`config.mk`:
```
export PLATFORM = sky130hd
export DESIGN_NAME = iz_param_loader
export DESIGN_NICKNAME = d
export VERILOG_FILES = /design/src/rtl/iz_param_loader.sv
export SDC_FILE = /design/constraint.sdc
export NUM_CORES = 1
export LEC_CHECK = 0
export ABC_AREA = 1
export BUFFER_PORTS_ARGS = -buffer_cell sky130_fd_sc_hd__buf_4
export CAP_MARGIN = 25
export CELL_PAD_IN_SITES_DETAIL_PLACEMENT = 1
export CELL_PAD_IN_SITES_GLOBAL_PLACEMENT = 1
export CORE_AREA = 3 3 125 127
export DETAILED_ROUTE_END_ITERATION = 6
export DIE_AREA = 0 0 128 130
export PLACE_DENSITY_LB_ADDON = 0.3
export SETUP_SLACK_MARGIN = 0.4
export SLEW_MARGIN = 5
export SYNTH_ARGS = -nofsm -noshare
export SYNTH_HDL_FRONTEND = slang
export SYNTH_SLANG_ARGS = --single-unit
```
`constraint.sdc`:
```
create_clock -name clk -period 2.1 [get_ports clk]
set_clock_uncertainty 0.1 [all_clocks]
set_input_delay 0.21 -clock clk [delete_from_list [all_inputs] [get_ports clk]]
set_output_delay 0.21 -clock clk [all_outputs]
set_load 0.01 [all_outputs]
```
`src/rtl/iz_param_loader.sv`:
```
// Byte-serial loader for the Izhikevich a/b/c/d parameters with an atomic four-word commit.
// Define IZ_LOADER_CHECKSUM_EN to require a trailing XOR checksum byte on every frame.
module iz_param_loader #(
  parameter logic signed [15:0] A_DEFAULT = 16'sd1,
  parameter logic signed [15:0] B_DEFAULT = 16'sd13,
  parameter logic signed [15:0] C_DEFAULT = -16'sd4160,
  parameter logic signed [15:0] D_DEFAULT = 16'sd512,
  parameter int unsigned        TIMEOUT   = 255
) (
  input  logic               clk,
  input  logic               reset,
  input  logic               load_start,
  input  logic [7:0]         data_in,
  input  logic               data_valid,
  output logic signed [15:0] param_a,
  output logic signed [15:0] param_b,
  output logic signed [15:0] param_c,
  output logic signed [15:0] param_d,
  output logic               params_ready,
  output logic               busy,
  output logic               load_done,
  output logic               load_error,
  output logic [3:0]         byte_count
);

  localparam logic [1:0] StIdle   = 2'd0;
  localparam logic [1:0] StLoad   = 2'd1;
  localparam logic [1:0] StCommit = 2'd2;

`ifdef IZ_LOADER_CHECKSUM_EN
  localparam logic [3:0] LastByte = 4'd8;
`else
  localparam logic [3:0] LastByte = 4'd7;
`endif

  // Abort fires on the idle cycle that would bring the count up to TIMEOUT.
  localparam logic [15:0] IdleLimit = 16'(TIMEOUT - 1);

  logic [1:0]  state_q, state_d;
  logic [7:0]  shadow_q [8];
  logic [7:0]  shadow_d [8];
  logic [3:0]  byte_count_q, byte_count_d;
  logic [15:0] idle_cnt_q, idle_cnt_d;
  logic [15:0] param_a_q, param_a_d;
  logic [15:0] param_b_q, param_b_d;
  logic [15:0] param_c_q, param_c_d;
  logic [15:0] param_d_q, param_d_d;
  logic        params_ready_q, params_ready_d;
  logic        valid_set_q, valid_set_d;
  logic        busy_q, busy_d;
  logic        load_done_q, load_done_d;
  logic        load_error_q, load_error_d;
  logic        frame_ok;
  logic        abort;

`ifdef IZ_LOADER_CHECKSUM_EN
  logic [7:0] shadow_xor;

  always_comb begin
    shadow_xor = 8'h00;
    for (int i = 0; i < 8; i++) begin
      shadow_xor = shadow_xor ^ shadow_q[i];
    end
  end

  assign frame_ok = (data_in == shadow_xor);
`else
  assign frame_ok = 1'b1;
`endif

  always_comb begin
    state_d        = state_q;
    shadow_d       = shadow_q;
    byte_count_d   = byte_count_q;
    idle_cnt_d     = idle_cnt_q;
    param_a_d      = param_a_q;
    param_b_d      = param_b_q;
    param_c_d      = param_c_q;
    param_d_d      = param_d_q;
    params_ready_d = params_ready_q;
    valid_set_d    = valid_set_q;
    load_done_d    = 1'b0;
    load_error_d   = load_error_q;
    abort          = 1'b0;

    case (state_q)
      StIdle, StLoad: begin
        if (load_start) begin
          // Start and restart share one path; a coincident byte is dropped.
          state_d        = StLoad;
          byte_count_d   = 4'd0;
          idle_cnt_d     = 16'd0;
          load_error_d   = 1'b0;
          params_ready_d = 1'b0;
          for (int i = 0; i < 8; i++) begin
            shadow_d[i] = 8'h00;
          end
        end else if (state_q == StLoad) begin
          if (data_valid) begin
            idle_cnt_d   = 16'd0;
            byte_count_d = byte_count_q + 4'd1;
            if (!byte_count_q[3]) begin
              shadow_d[byte_count_q[2:0]] = data_in;
            end
            if (byte_count_q == LastByte) begin
              if (frame_ok) begin
                state_d = StCommit;
              end else begin
                abort = 1'b1;
              end
            end
          end else if (idle_cnt_q == IdleLimit) begin
            abort = 1'b1;
          end else begin
            idle_cnt_d = idle_cnt_q + 16'd1;
          end
        end
      end
      StCommit: begin
        param_a_d      = {shadow_q[1], shadow_q[0]};
        param_b_d      = {shadow_q[3], shadow_q[2]};
        param_c_d      = {shadow_q[5], shadow_q[4]};
        param_d_d      = {shadow_q[7], shadow_q[6]};
        params_ready_d = 1'b1;
        valid_set_d    = 1'b1;
        load_done_d    = 1'b1;
        state_d        = StIdle;
      end
      default: begin
        state_d = StIdle;
      end
    endcase

    if (abort) begin
      state_d        = StIdle;
      load_error_d   = 1'b1;
      params_ready_d = valid_set_q;
    end
  end

  assign busy_d = (state_d != StIdle);

  always_ff @(posedge clk) begin
    if (reset) begin
      state_q        <= StIdle;
      byte_count_q   <= 4'd0;
      idle_cnt_q     <= 16'd0;
      param_a_q      <= A_DEFAULT;
      param_b_q      <= B_DEFAULT;
      param_c_q      <= C_DEFAULT;
      param_d_q      <= D_DEFAULT;
      params_ready_q <= 1'b0;
      valid_set_q    <= 1'b0;
      busy_q         <= 1'b0;
      load_done_q    <= 1'b0;
      load_error_q   <= 1'b0;
      for (int i = 0; i < 8; i++) begin
        shadow_q[i] <= 8'h00;
      end
    end else begin
      state_q        <= state_d;
      byte_count_q   <= byte_count_d;
      idle_cnt_q     <= idle_cnt_d;
      param_a_q      <= param_a_d;
      param_b_q      <= param_b_d;
      param_c_q      <= param_c_d;
      param_d_q      <= param_d_d;
      params_ready_q <= params_ready_d;
      valid_set_q    <= valid_set_d;
      busy_q         <= busy_d;
      load_done_q    <= load_done_d;
      load_error_q   <= load_error_d;
      shadow_q       <= shadow_d;
    end
  end

  assign param_a      = param_a_q;
  assign param_b      = param_b_q;
  assign param_c      = param_c_q;
  assign param_d      = param_d_q;
  assign params_ready = params_ready_q;
  assign busy         = busy_q;
  assign load_done    = load_done_q;
  assign load_error   = load_error_q;
  assign byte_count   = byte_count_q;

endmodule
```
* Word level (Yosys, flattened, before mapping) *
Cells that the tools add are included.

operators by class
  reductions and logical operators = 14
  add/sub/neg operators = 2
  muxes and demuxes = 31
  equal/unequal tests = 7
  bitwise gates (word level) = 1
  order comparisons = 2

operator list
  cell                   number
  $mux 64                4
  $bwmux 64              1
  $mux 16                4
  $demux 8 s3            1
  $add 16x1->16 const B  1
  $eq 16x8->1 const B    1
  $mux 2                 6
  $mux 4                 3
  $mux 1                 10
  $reduce_bool 2->1      5
  $mux 8                 1
  $ne 3x3->1 const B     2
  $reduce_and 3->1       2
  $add 4x1->4 const B    1
  $eq 4x3->1 const B     1
  $ge 4x4->1 const B     1
  $lt 4x1->1 const B     1
  $not 3->4              1
  $reduce_and 2->1       2
  $reduce_and 4->1       1
  $reduce_bool 3->1      1
  $eq 2x1->1 const B     1
  $eq 2x2->1 const B     1
  $logic_not 2->1        1
  4 further kinds        4

storage, ports and cells
  logic and storage cells = 77
  register bits = 155
  input port bits = 12
  output and inout port bits = 72

* Depth between registers and ports, before layout *
Gate-level depths: netlist of run 1.

  word-level depth = 10
  gate-level depth with buffers = 11
  mapped depth without buffers = 11

* Least setup slack after synthesis of run 1 *
OpenSTA, ideal clock, no wires.

  path type = register -> register
  start = reg byte_count_q[0] (netlist: byte_count[0])
  end = reg shadow_q[48] (netlist bit)
  data required time = 1868 ps
  stages on the path, launching flop included = 7
  setup slack = 566 ps
  arrival time = 1302 ps
  library setup time = 132 ps
  buffers on the path = 1
  clock period less this slack = 1534 ps
  cell sequence = dfxtp_1 buf_6 inv_2 nor3_2 o21ai_1 nand2_1 a21oi_1

between the ends
  longest elaborated chain between the ends = 10
  elaborated cells between the ends (all ways) = 11
  classes of those cells = order compare: 2; mux: 7; bitwise: 1; reduce/logical: 1

RTL lines
  what                                                                   line  RTL
  from (decl)                                                            42    logic [3:0] byte_count_q, byte_count_d;
  from (signal assigned)                                                 162   byte_count_q <= byte_count_d;
  $not 3->4 (not written as such) *                                      103   shadow_d[byte_count_q[2:0]] = data_in;
  $ge 4x4->1 (not written as such) / $lt 4x1->1 (equally long branches)  103
  $logic_and 1x1->1 (not written as such)                                103
  $mux 8 (not written as such)                                           103
  $demux 8 s3 *                                                          103
  $bwmux 64 *                                                            103
  $mux 64 *                                                              102   if (!byte_count_q[3]) begin
  $mux 64 *                                                              99    if (data_valid) begin
  $mux 64 *                                                              98    end else if (state_q == StLoad) begin
  $mux 64 *                                                              88    if (load_start) begin
  to (signal assigned)                                                   173   shadow_q <= shadow_d;
  to (decl)                                                              40    logic [7:0] shadow_q [8];

Every way passes the cells marked *; elsewhere a longest branch is shown, timed or not. The select of a mux whose other input is x is not followed.
A chain may end at the register's enable or synchronous reset.

* Worst setup path after layout of run 1 *
  start = reg idle_cnt_q[3]
  end = reg idle_cnt_q[15]

between the ends
  longest elaborated chain between the ends = 5
  elaborated cells between the ends (all ways) = 8
  classes of those cells = add/sub: 1; eq/ne: 2; mux: 4; reduce/logical: 1

RTL lines
  what                    line  RTL
  from (decl)             43    logic [15:0] idle_cnt_q, idle_cnt_d;
  from (signal assigned)  163   idle_cnt_q <= idle_cnt_d;
  $add 16x1->16           115   idle_cnt_d = idle_cnt_q + 16'd1;
  $mux 16                 112   end else if (idle_cnt_q == IdleLimit) begin
  $mux 16                 99
  $mux 16                 98
  $mux 16                 88

Several ways; a longest one is shown, not always the timed one. The select of a mux whose other input is x is not followed.

==> impl_metrics.csv, run 1 <==
group,metric,value,unit
global_route,antenna_found_initial,0,
timing,worst_pin_slew,0.604,ns
synthesis,yosys-top-cells-count,"nand2_1 (207), dfxtp_1 (155), nor2_1 (143), a21oi_1 (75), o21ai_0 (54)",
place,place_congestion,0.855,
floorplan,coreArea,0.0145,mm^2
drt,drt-pass1-iter-count,6,
drt,wl,19.6,mm
cts,cts_buffer_depth,2,
setup_path,worstPathRequired,2.32,ns
setup_path,crit_type,"reg -> reg",
flow_run,maxCapViolations,0,
timing,slew_violations,0,
synthesis,synthesis.instances,795,
pwr,p_total,0.00624,W
setup_path,r2r_slack,0.38,ns
synthesis,syn_area,0.00600,mm^2
floorplan,initial_core_util,0.413,
timing,slew_headroom,0.597,
pwr,ir_worst_vdd,0.000610,V
setup_path,reg2reg_depth,7,
cts,path_clk_slew,0.06,ns
timing,hold_viol,0,
floorplan,die_w,128,um
layout,layout-area-overhead-vs-synth,29.3,%
timing,max_freq,580,MHz
min_path,hold_start,"data_valid",
synthesis,avgSynthCellArea,7.55,um^2
floorplan,ios,84,
floorplan,dieArea,0.0166,mm^2
setup_path,cp-end-kind,"flip-flop",
timing,timing.final.crit_share,0.821,
place,hpwlAfterDp,12.1,mm
drt,ant_nets,0,
synthesis,synth-edff-count,0,
synthesis,ys_seq_area_frac,0.517,
drt,wire_per_inst,18.0,um
synthesis,synth_ff_type,"dfxtp_1",
cts,clk-insertion-delay-late,0.43,ns
layout,drive_above_1_share,0.219,
drt,dr_total_vias,5814,
timing,setup_viol,0,
cts,cts_tree,"built",
synthesis,ys_async_sr_fraction,0,
layout,fin_nets,911,
timing,finalSetupTns,0,ns
synthesis,yosysWarnings,0,
pwr,power.density,804,mW/mm^2
setup_path,crit_arrival,1.94,ns
drt,drt_first_iter_violations,303,
cts,cts_buffers,17,
global_route,grt.total_usage,0.226,
global_route,grt_first_pass_wirelength,29.7,mm
place,io_buffers,83,
timing,rsz0062_at_grt,"true",
drt,routed_via_density,5.32,
global_route,grt_pass1_vias,5982,
setup_path,endpoint,"idle_cnt_q[15]",
synthesis,synthTopCellsByArea,"dfxtp_1 (52%), nand2_1 (13%), nor2_1 (8.9%)",
setup_path,r2r-end,"idle_cnt_q[15]",
cts,cts-root-buf,"clkbuf_16",
pwr,p_leak,3.30,nW
synthesis,syn_nets,810,
floorplan,rows,44,
synthesis,yosys.area.top_type,"dfxtp_1",
layout,insertedDiodeCount,0,
setup_path,worst-path-max-fanout,3,
timing,period_minus_slack,1.72,ns
setup_path,startpoint_type,"flip-flop",
setup_path,crit_start,"idle_cnt_q[3]",
min_path,hold_path.class,"in -> reg",
drt,route.detailed.drc,0,
cts,clock_sinks,155,
global_route,grt_start_max_net_pins,66,
synthesis,synth_top_area_share,0.517,
synthesis,synth_seq_cells,155,
cts,cts_max_level,4,
synthesis,yosysMostFrequentCell,"nand2_1",
synthesis,yosysUniqueCellTypes,30,
outcome,status,"finished, final reports clean",
floorplan,fp.dieH,130,um
global_route,gr-total-overflow,0,
setup_path,rr_startpoint,"idle_cnt_q[3]",
-- layout make-up --
class,instances,area [um^2]
clock inverter,6,62.6
multi-input combinational,561,2720
fill,1809,6770
sequential,155,3110
timing repair buffer,116,968
clock buffer,25,495
tap,184,230
inverter,45,171
-- sequential cells by signal (all words and copies together) (netlist names) --
signal        cells
param_a          16
param_b          16
valid_set_q       1
load_error        1
state_q           2
byte_count        4
busy              1
param_c          16
load_done         1
params_ready      1
idle_cnt_q       16
shadow_q         64
param_d          16
-- worst min-delay path by stage --
stage | cells after the start | slack [ns] | end
2_1_floorplan | 3 | 0.34 | idle_cnt_q[1]
3_3_place_gp | 2 | 0.35 | param_c[14]
3_5_place_dp | 2 | 0.35 | param_c[10]
4_1_cts | 4 | 0.06 | idle_cnt_q[1]
5_1_grt | 4 | 0.08 | idle_cnt_q[1]
6_report | 4 | 0.06 | idle_cnt_q[1]
-- metrics by stage --
stage	area [um^2]	instances	hold WS, ns	util	worst slack [ns]
after floorplan	6000	795	0.339	-	0.566
final	7760	1092	0.0625	0.534	0.376
after global placement	6830	1040	0.346	0.470	0.305
after global routing	7760	1092	0.0780	0.534	0.296
after CTS	7560	1083	0.0639	0.520	0.386
after detailed placement	6830	1040	0.352	0.470	0.155
-- layer usage --
metal | track usage | share of wire | up-vias
li1 | - | - | 2749
met1 | 0.272 | 0.43 | 2858
met2 | 0.383 | 0.50 | 163
met3 | 0.0581 | 0.047 | 44
met4 | 0.0986 | 0.024 | 0
met5 | 0 | 0 | -
-- placed cells by master, fill, tap and decap left out, types with 4 or more instances in the layout --
master	count
nand3_1	23
nor2_2	5
o21ai_1	4
o21ai_0	54
dfxtp_1	151
nand4_1	8
inv_1	35
clkbuf_16	17
clkbuf_8	4
nor2_4	13
nand2_1	203
inv_2	7
nor3_1	4
o21bai_1	4
a21oi_1	73
buf_12	7
nor3_2	5
o21ai_4	4
clkbuf_1	4
nor2_1	137
buf_4	106
-- worst max-delay path, stage by stage, from the launching register on --
cell and delay, ns:
dfxtp_1 0.40, nand2_2 0.13, nor2_4 0.17, nand4_1 0.19, nor2_1 0.25, nand3_1 0.17
nand2_1 0.13, a21oi_1 0.07
-- report_power, final --
group | switching, W | internal (W) | total, W
combinational | 0.000213 | 0.000100 | 0.000313
clock | 0.00120 | 0.00175 | 0.00295
sequential | 0.0000181 | 0.00295 | 0.00297
-- kinds of logic after synthesis --
family	Yosys count	synth area share
buffers and inverters	80	0.0544
DFF	155	0.517
adders and majority gates	3	0.00626
and+or+nand+nor	412	0.298
AOI/OAI and AO/OA	145	0.124
-- what timing repair did --
action,4_1_cts,5_1_grt
gates cloned,0,1
pin swaps,6,6
hold buffers,1,0
endpoints found under the hold margin,6,0
buffers inserted,11,8
setup endpoints to repair,55,81
resized for setup,9,30
(Power assumes the default switching activity.)
==> inputs of run 2 (changes only) <==
--- a/config.mk
+++ b/config.mk
@@ -10,9 +10,9 @@
 export CAP_MARGIN = 25
 export CELL_PAD_IN_SITES_DETAIL_PLACEMENT = 1
 export CELL_PAD_IN_SITES_GLOBAL_PLACEMENT = 1
-export CORE_AREA = 3 3 125 127
+export CORE_AREA = 3 3 132 134
 export DETAILED_ROUTE_END_ITERATION = 6
-export DIE_AREA = 0 0 128 130
+export DIE_AREA = 0 0 135 137
 export PLACE_DENSITY_LB_ADDON = 0.3
 export SETUP_SLACK_MARGIN = 0.4
 export SLEW_MARGIN = 5
==> constraint.sdc (replaced) <==
create_clock -name clk -period 1.5 [get_ports clk]
set_clock_uncertainty 0.1 [all_clocks]
set_input_delay 0.15 -clock clk [delete_from_list [all_inputs] [get_ports clk]]
set_output_delay 0.15 -clock clk [all_outputs]
set_load 0.01 [all_outputs]
==> run 2 against run 1 <==
Against the previous run: the flow now finishes with violations (setup timing); sequential power increased by 40%; sequential share of layout area decreased by 13 points; cell count increased by 17%; die area increased by 11%; register-to-register slack got worse by 0.65 ns; sequential cell count unchanged; non-clock buffer count increased by 147; highest routed layer unchanged.
==> impl_metrics.csv, run 2 (synthesized netlist as in run 1, its figures left out) <==
group,metric,value,unit
pwr,p_leak,5.57,nW
layout,regArea,0.00322,mm^2
floorplan,initial_core_util,0.366,
timing,slew_violations,0,
setup_path,crit_start,"idle_cnt_q[0]",
setup_path,cp_slowest_cell,"dfxtp_4",
setup_path,critPathBufInv,1,
place,place_congestion,0.834,
layout,fin_util,0.721,
drt,drt_first_iter_violations,563,
cts,cts_tree,"built",
pwr,p_sw_frac,0.272,
drt,route.detailed.drc,0,
setup_path,path_cells,"ha_1 -> inv_1 -> nor2_4 -> nand3_2 -> nor2_4 -> nand4_1 -> nand2_1 -> nand2_1 -> nor2_1",
setup_path,worst-path-max-fanout,4,
place,io_buffers,83,
setup_path,cpPeakStageDelay,0.40,ns
timing,rsz0062_at_grt,"true",
global_route,grt_first_pass_wirelength,47.8,mm
pwr,p_sw,0.00268,W
drt,wl,39.0,mm
layout,final_cells,1277,
pwr,power_frac_comb,0.090,
timing,hold_viol,0,
outcome,status,"finished, violations left",
global_route,grt.total_usage,0.349,
floorplan,coreArea,0.0164,mm^2
cts,cts_buffers,17,
layout,multi_input_area,0.00444,mm^2
setup_path,cp-end-kind,"flip-flop",
drt,drt-pass1-iter-count,5,
global_route,antenna_found_initial,0,
timing,worst_slack,-0.277,ns
cts,clk-insertion-delay-late,0.47,ns
layout,layout_common_cells,"buf_4 (108), buf_6 (107), nand2_1 (96)",
place,placed_cell_area,0.00744,mm^2
floorplan,dieArea,0.0185,mm^2
cts,path_clk_slew,0.07,ns
pwr,ir_worst_vdd,0.00149,V
layout,fin_nets,1059,
global_route,gr-total-overflow,0,
pwr,power.density,832,mW/mm^2
floorplan,ios,84,
floorplan,rows,47,
floorplan,die_w,135,um
layout,layout-area-overhead-vs-synth,97.3,%
setup_path,crit_arrival,2.07,ns
layout,fin_area,0.0118,mm^2
drt,ant_nets,0,
timing,finalSetupTns,-12.21,ns
setup_path,rr_startpoint,"idle_cnt_q[0]",
place,dpl_worst_slack,-0.0667,ns
setup_path,worstPathRequired,1.79,ns
timing,timing.final.crit_share,1.18,
timing,slew_headroom,0.248,
timing,max_freq,563,MHz
cts,cts-root-buf,"clkbuf_16",
setup_path,crit_type,"reg -> reg",
layout,insertedDiodeCount,0,
outcome,violations,"setup timing",
pwr,p_int,0.00716,W
drt,dr_total_vias,7627,
layout,regMostFlops,"shadow_q",
layout,fillers,1641,
min_path,hold_start,"reset",
floorplan,fp.dieH,137,um
pwr,p_clk_frac,0.487,
drt,routed_via_density,5.97,
timing,worst_pin_slew,1.13,ns
place,hpwlAfterDp,12.0,mm
setup_path,startpoint_type,"flip-flop",
drt,wire_per_inst,30.6,um
timing,period_minus_slack,1.78,ns
layout,final_common_cell,"buf_4",
cts,clock_sinks,155,
min_path,hold_path.class,"in -> reg",
setup_path,cpLargestDelayFamily,"simple AND/OR/NAND/NOR gates",
flow_run,maxCapViolations,0,
pwr,p_seq_frac,0.422,
layout,largest_reg_flops,64,
cts,cts_max_level,4,
layout,drive_above_1_share,0.701,
cts,cts_buffer_depth,2,
global_route,grt_start_max_net_pins,58,
place,numPlacedInstances,1117,
global_route,grt_pass1_vias,7692,
timing,setup_viol,139,
## run 2: path summary, 6_finish.rpt
| kind | to | slack, ns | depth (start not counted) |
|---|---|---|---|
| setup reg to reg | idle_cnt_q[14] | -0.28 | 9 |
| hold reg to reg | shadow_q[37] | 0.40 | 2 |
| hold / removal | idle_cnt_q[0] | 0.07 | 4 |
| setup / recovery | idle_cnt_q[14] | -0.28 | 9 |
## run 2: per-stage QoR
stage / hold slack (ns) / total power [W]
5_1_grt: 0.0741 / 0.0100
4_1_cts: 0.0143 / 0.00938
3_3_place_gp: 0.341 / 0.00469
6_report: 0.0737 / 0.00985
3_5_place_dp: 0.348 / 0.00470
2_1_floorplan: 0.271 / 0.00451
## run 2: routing by layer
| metal | vias up | GRT usage | wire length (um) |
|---|---|---|---|
| li1 | 3074 | - | - |
| met1 | 3833 | 0.400 | 14400 |
| met2 | 490 | 0.607 | 19000 |
| met3 | 230 | 0.0809 | 2710 |
| met4 | 0 | 0.181 | 2920 |
| met5 | - | 0 | 0 |
## run 2: layout make-up
| cell class | instances | area share |
|---|---|---|
| clock buffers | 19 | 0.0383 |
| flip-flops and latches | 155 | 0.272 |
| well taps | 220 | 0.0233 |
| inverters | 45 | 0.0198 |
| multi-input cells | 562 | 0.375 |
| clock inverters | 13 | 0.0136 |
| repair buffers | 263 | 0.258 |
## run 2: power by group through the flow
stage               sequential (W)  clock (W)  combinational, W
floorplan                  0.00424          0          0.000270
global placement           0.00426          0          0.000433
detailed placement         0.00426          0          0.000440
CTS                        0.00416    0.00455          0.000667
global route               0.00416    0.00494          0.000903
finish                     0.00416    0.00480          0.000890
## run 2: worst reg2reg max path, delay by kind of cell, from the launching register on
kind | cells | cell delay, ns
fa+ha+maj | 1 | 0.19
flops | 1 | 0.40
simple gates | 7 | 0.92
buf+inv | 1 | 0.09
## run 2: timing repair
item | 4_1_cts | 5_1_grt
endpoints found under the hold margin | 2 | 0
pin swaps | 126 | 59
cloned | 17 | 1
endpoints found under the setup margin | 227 | 227
resized for setup | 546 | 141
setup buffers | 69 | 39
hold buffers | 2 | 0
==> inputs of run 3 (changes only) <==
--- a/config.mk
+++ b/config.mk
@@ -6,14 +6,15 @@
 export NUM_CORES = 1
 export LEC_CHECK = 0
 export ABC_AREA = 1
-export BUFFER_PORTS_ARGS = -buffer_cell sky130_fd_sc_hd__buf_4
 export CAP_MARGIN = 25
 export CELL_PAD_IN_SITES_DETAIL_PLACEMENT = 1
 export CELL_PAD_IN_SITES_GLOBAL_PLACEMENT = 1
-export CORE_AREA = 3 3 132 134
+export CORE_AREA = 3 3 125 127
 export DETAILED_ROUTE_END_ITERATION = 6
-export DIE_AREA = 0 0 135 137
+export DIE_AREA = 0 0 128 130
+export DONT_BUFFER_PORTS = 1
 export PLACE_DENSITY_LB_ADDON = 0.3
+export REMOVE_ABC_BUFFERS = 1
 export SETUP_SLACK_MARGIN = 0.4
 export SLEW_MARGIN = 5
 export SYNTH_ARGS = -nofsm -noshare
==> run 3 against run 2 <==
Against the previous run: the run ends with hold timing, setup timing left; wire length fell by 5.9%; power fell by 1.8%; worst hold slack got worse by 0.42 ns; via count fell by 7.7%; utilization rose by 1.5 points; first-iteration DRC count rose by 16%; sequential cell count did not move; sequential share of layout area rose by 3.4 points; critical path depth rose by 2; clock-buffer cell count did not move; global-route usage rose by 3.3 points; critical path type unchanged; largest cell class unchanged; largest power group unchanged.
==> impl_metrics.csv, run 3 (synthesized netlist as in run 1, its figures left out) <==
group,metric,value,unit
timing,setup_viol,149,
timing,max_freq,562,MHz
timing,worst_slack,-0.279,ns
floorplan,ios,84,
global_route,gr-total-overflow,0,
timing,holdWs,-0.342,ns
min_path,worstHoldEndpoint,"shadow_q[42]",
layout,fin_area,0.0107,mm^2
flow_run,maxCapViolations,0,
layout,drive_above_1_share,0.642,
drt,highest_layer,"met4",
timing,period_minus_slack,1.78,ns
layout,regMostFlops,"shadow_q",
drt,dr_wl_met3,3.22,mm
layout,layout_common_cells,"nand2_1 (101), nand2_4 (79), dfxtp_1 (79)",
pwr,p_leak,4.63,nW
layout,largest_reg_flops,64,
setup_path,crit_type,"reg -> reg",
pwr,ir_worst_vdd,0.000962,V
place,placed_cell_area,0.00671,mm^2
cts,cts-root-buf,"clkbuf_16",
pwr,p_total,0.00967,W
setup_path,rr_startpoint,"idle_cnt_q[0]",
min_path,holdPathStages,1,
floorplan,die_w,128,um
cts,cts_tree,"built",
cts,cts_buffer_depth,2,
cts,hold_buffers,2,
layout,insertedDiodeCount,0,
place,dpl_worst_slack,-0.146,ns
min_path,hold_path.class,"in -> reg",
cts,path_clk_slew,0.08,ns
timing,slew_violations,0,
timing,hold_viol,72,
global_route,grt.total_usage,0.382,
drt,route.detailed.drc,0,
setup_path,r2r-end,"idle_cnt_q[7]",
outcome,violations,"hold timing, setup timing",
place,numPlacedInstances,1003,
layout,final_common_cell,"nand2_1",
floorplan,initial_core_util,0.413,
setup_path,crit_arrival,2.05,ns
drt,dr_wl_met2,17.7,mm
setup_path,r2r_slack,-0.28,ns
setup_path,worst-path-max-fanout,6,
drt,routed_via_density,6.40,
timing,rsz0062_at_grt,"true",
setup_path,startpoint_type,"flip-flop",
place,place_congestion,0.813,
timing,worst_pin_slew,0.556,ns
setup_path,worstPathRequired,1.77,ns
drt,wl,36.7,mm
setup_path,cp-end-kind,"flip-flop",
global_route,antenna_found_initial,0,
setup_path,path_cells,"inv_2 -> ha_4 -> nand3_4 -> nor2_4 -> nand3_4 -> nand2_8 -> buf_12 -> nor2_2 -> nand2_1 -> nand2_1 -> nor2_2",
floorplan,rows,44,
cts,cts_max_level,4,
drt,m1WireLength,13.2,mm
outcome,status,"finished, violations left",
layout,layout-area-overhead-vs-synth,78.5,%
setup_path,cpPeakStageDelay,0.34,ns
global_route,grt_start_max_net_pins,73,
global_route,grt_pass1_vias,7413,
min_path,hold_start,"reset",
drt,ant_nets,0,
pwr,power.density,903,mW/mm^2
floorplan,coreArea,0.0145,mm^2
place,hpwlAfterDp,11.9,mm
floorplan,dieArea,0.0166,mm^2
drt,drt_first_iter_violations,653,
cts,clock_sinks,155,
cts,clk-insertion-delay-late,0.46,ns
timing,timing.final.crit_share,1.19,
layout,final_cells,1100,
setup_path,reg2reg_depth,11,
place,io_buffers,0,
drt,dr_total_vias,7043,
drt,drt-pass1-iter-count,5,
drt,wire_per_inst,33.4,um
layout,fin_util,0.737,
timing,slew_headroom,0.627,
cts,cts_buffers,17,
floorplan,fp.dieH,130,um
layout,fin_nets,920,
global_route,grt_first_pass_wirelength,46.7,mm
setup_path,cp_slowest_cell,"dfxtp_2",
-- run 3: cell count changes in the layout (fill, tap and decap cells not counted), moves of 19 or more --
cell,before,now
nor2_1,85,66
dfxtp_4,7,30
nor2_4,28,60
dfxtp_2,73,46
buf_4,108,37
buf_6,107,32
-- run 3: where the power goes --
group	total (W)	switching, W	internal [W]
Sequential	0.00411	0.0000281	0.00408
Clock	0.00483	0.00197	0.00286
Combinational	0.000734	0.000470	0.000265
-- run 3: critical path: cells and delay by family, from the launching register on --
family	cells	cell delay, ns
buffers and inverters	2	0.23
DFF	1	0.34
adders and majority gates	1	0.16
and+or+nand+nor	8	0.85
-- run 3: layer usage --
metal / global-route usage / vias to the layer above
met5: 0 / -
met2: 0.665 / 533
met4: 0.218 / 0
li1: - / 2799
met1: 0.421 / 3494
met3: 0.104 / 217
-- run 3: cell type report --
type / instances / area [um^2]
fillers: 1382 / 3820
clock inverters: 11 / 169
well taps: 184 / 230
clock buffers: 19 / 453
inverters: 45 / 210
multi-input cells: 560 / 4490
flip-flops and latches: 155 / 3270
repair buffers: 126 / 1890
-- run 3: repair_timing --
action	4_1_cts	5_1_grt
endpoints found under the hold margin	87	74
buffers inserted	36	9
setup endpoints to repair	161	224
gates cloned	20	0
pin swaps	144	82
gates resized for setup	458	256
-- run 3: how the worst max path moves through the flow --
stage | start | endpoint | slack, ns | depth (start not counted)
CTS | idle_cnt_q[0] | params_ready | -0.01 | 10
floorplan | state_q[1] | params_ready | -2.36 | 6
detailed placement | idle_cnt_q[1] | idle_cnt_q[0] | -0.15 | 8
global placement | idle_cnt_q[0] | idle_cnt_q[14] | -0.07 | 10
global route | idle_cnt_q[0] | idle_cnt_q[7] | -0.28 | 11
finish | idle_cnt_q[0] | idle_cnt_q[7] | -0.28 | 11
-- run 3: per-stage QoR --
stage               TNS (ns)  hold WS (ns)
finish                -15.35        -0.342
global route          -18.60        -0.358
CTS                  -0.0118        -0.319
detailed placement     -2.16         0.134
global placement      -0.396         0.133
floorplan            -158.15         0.119
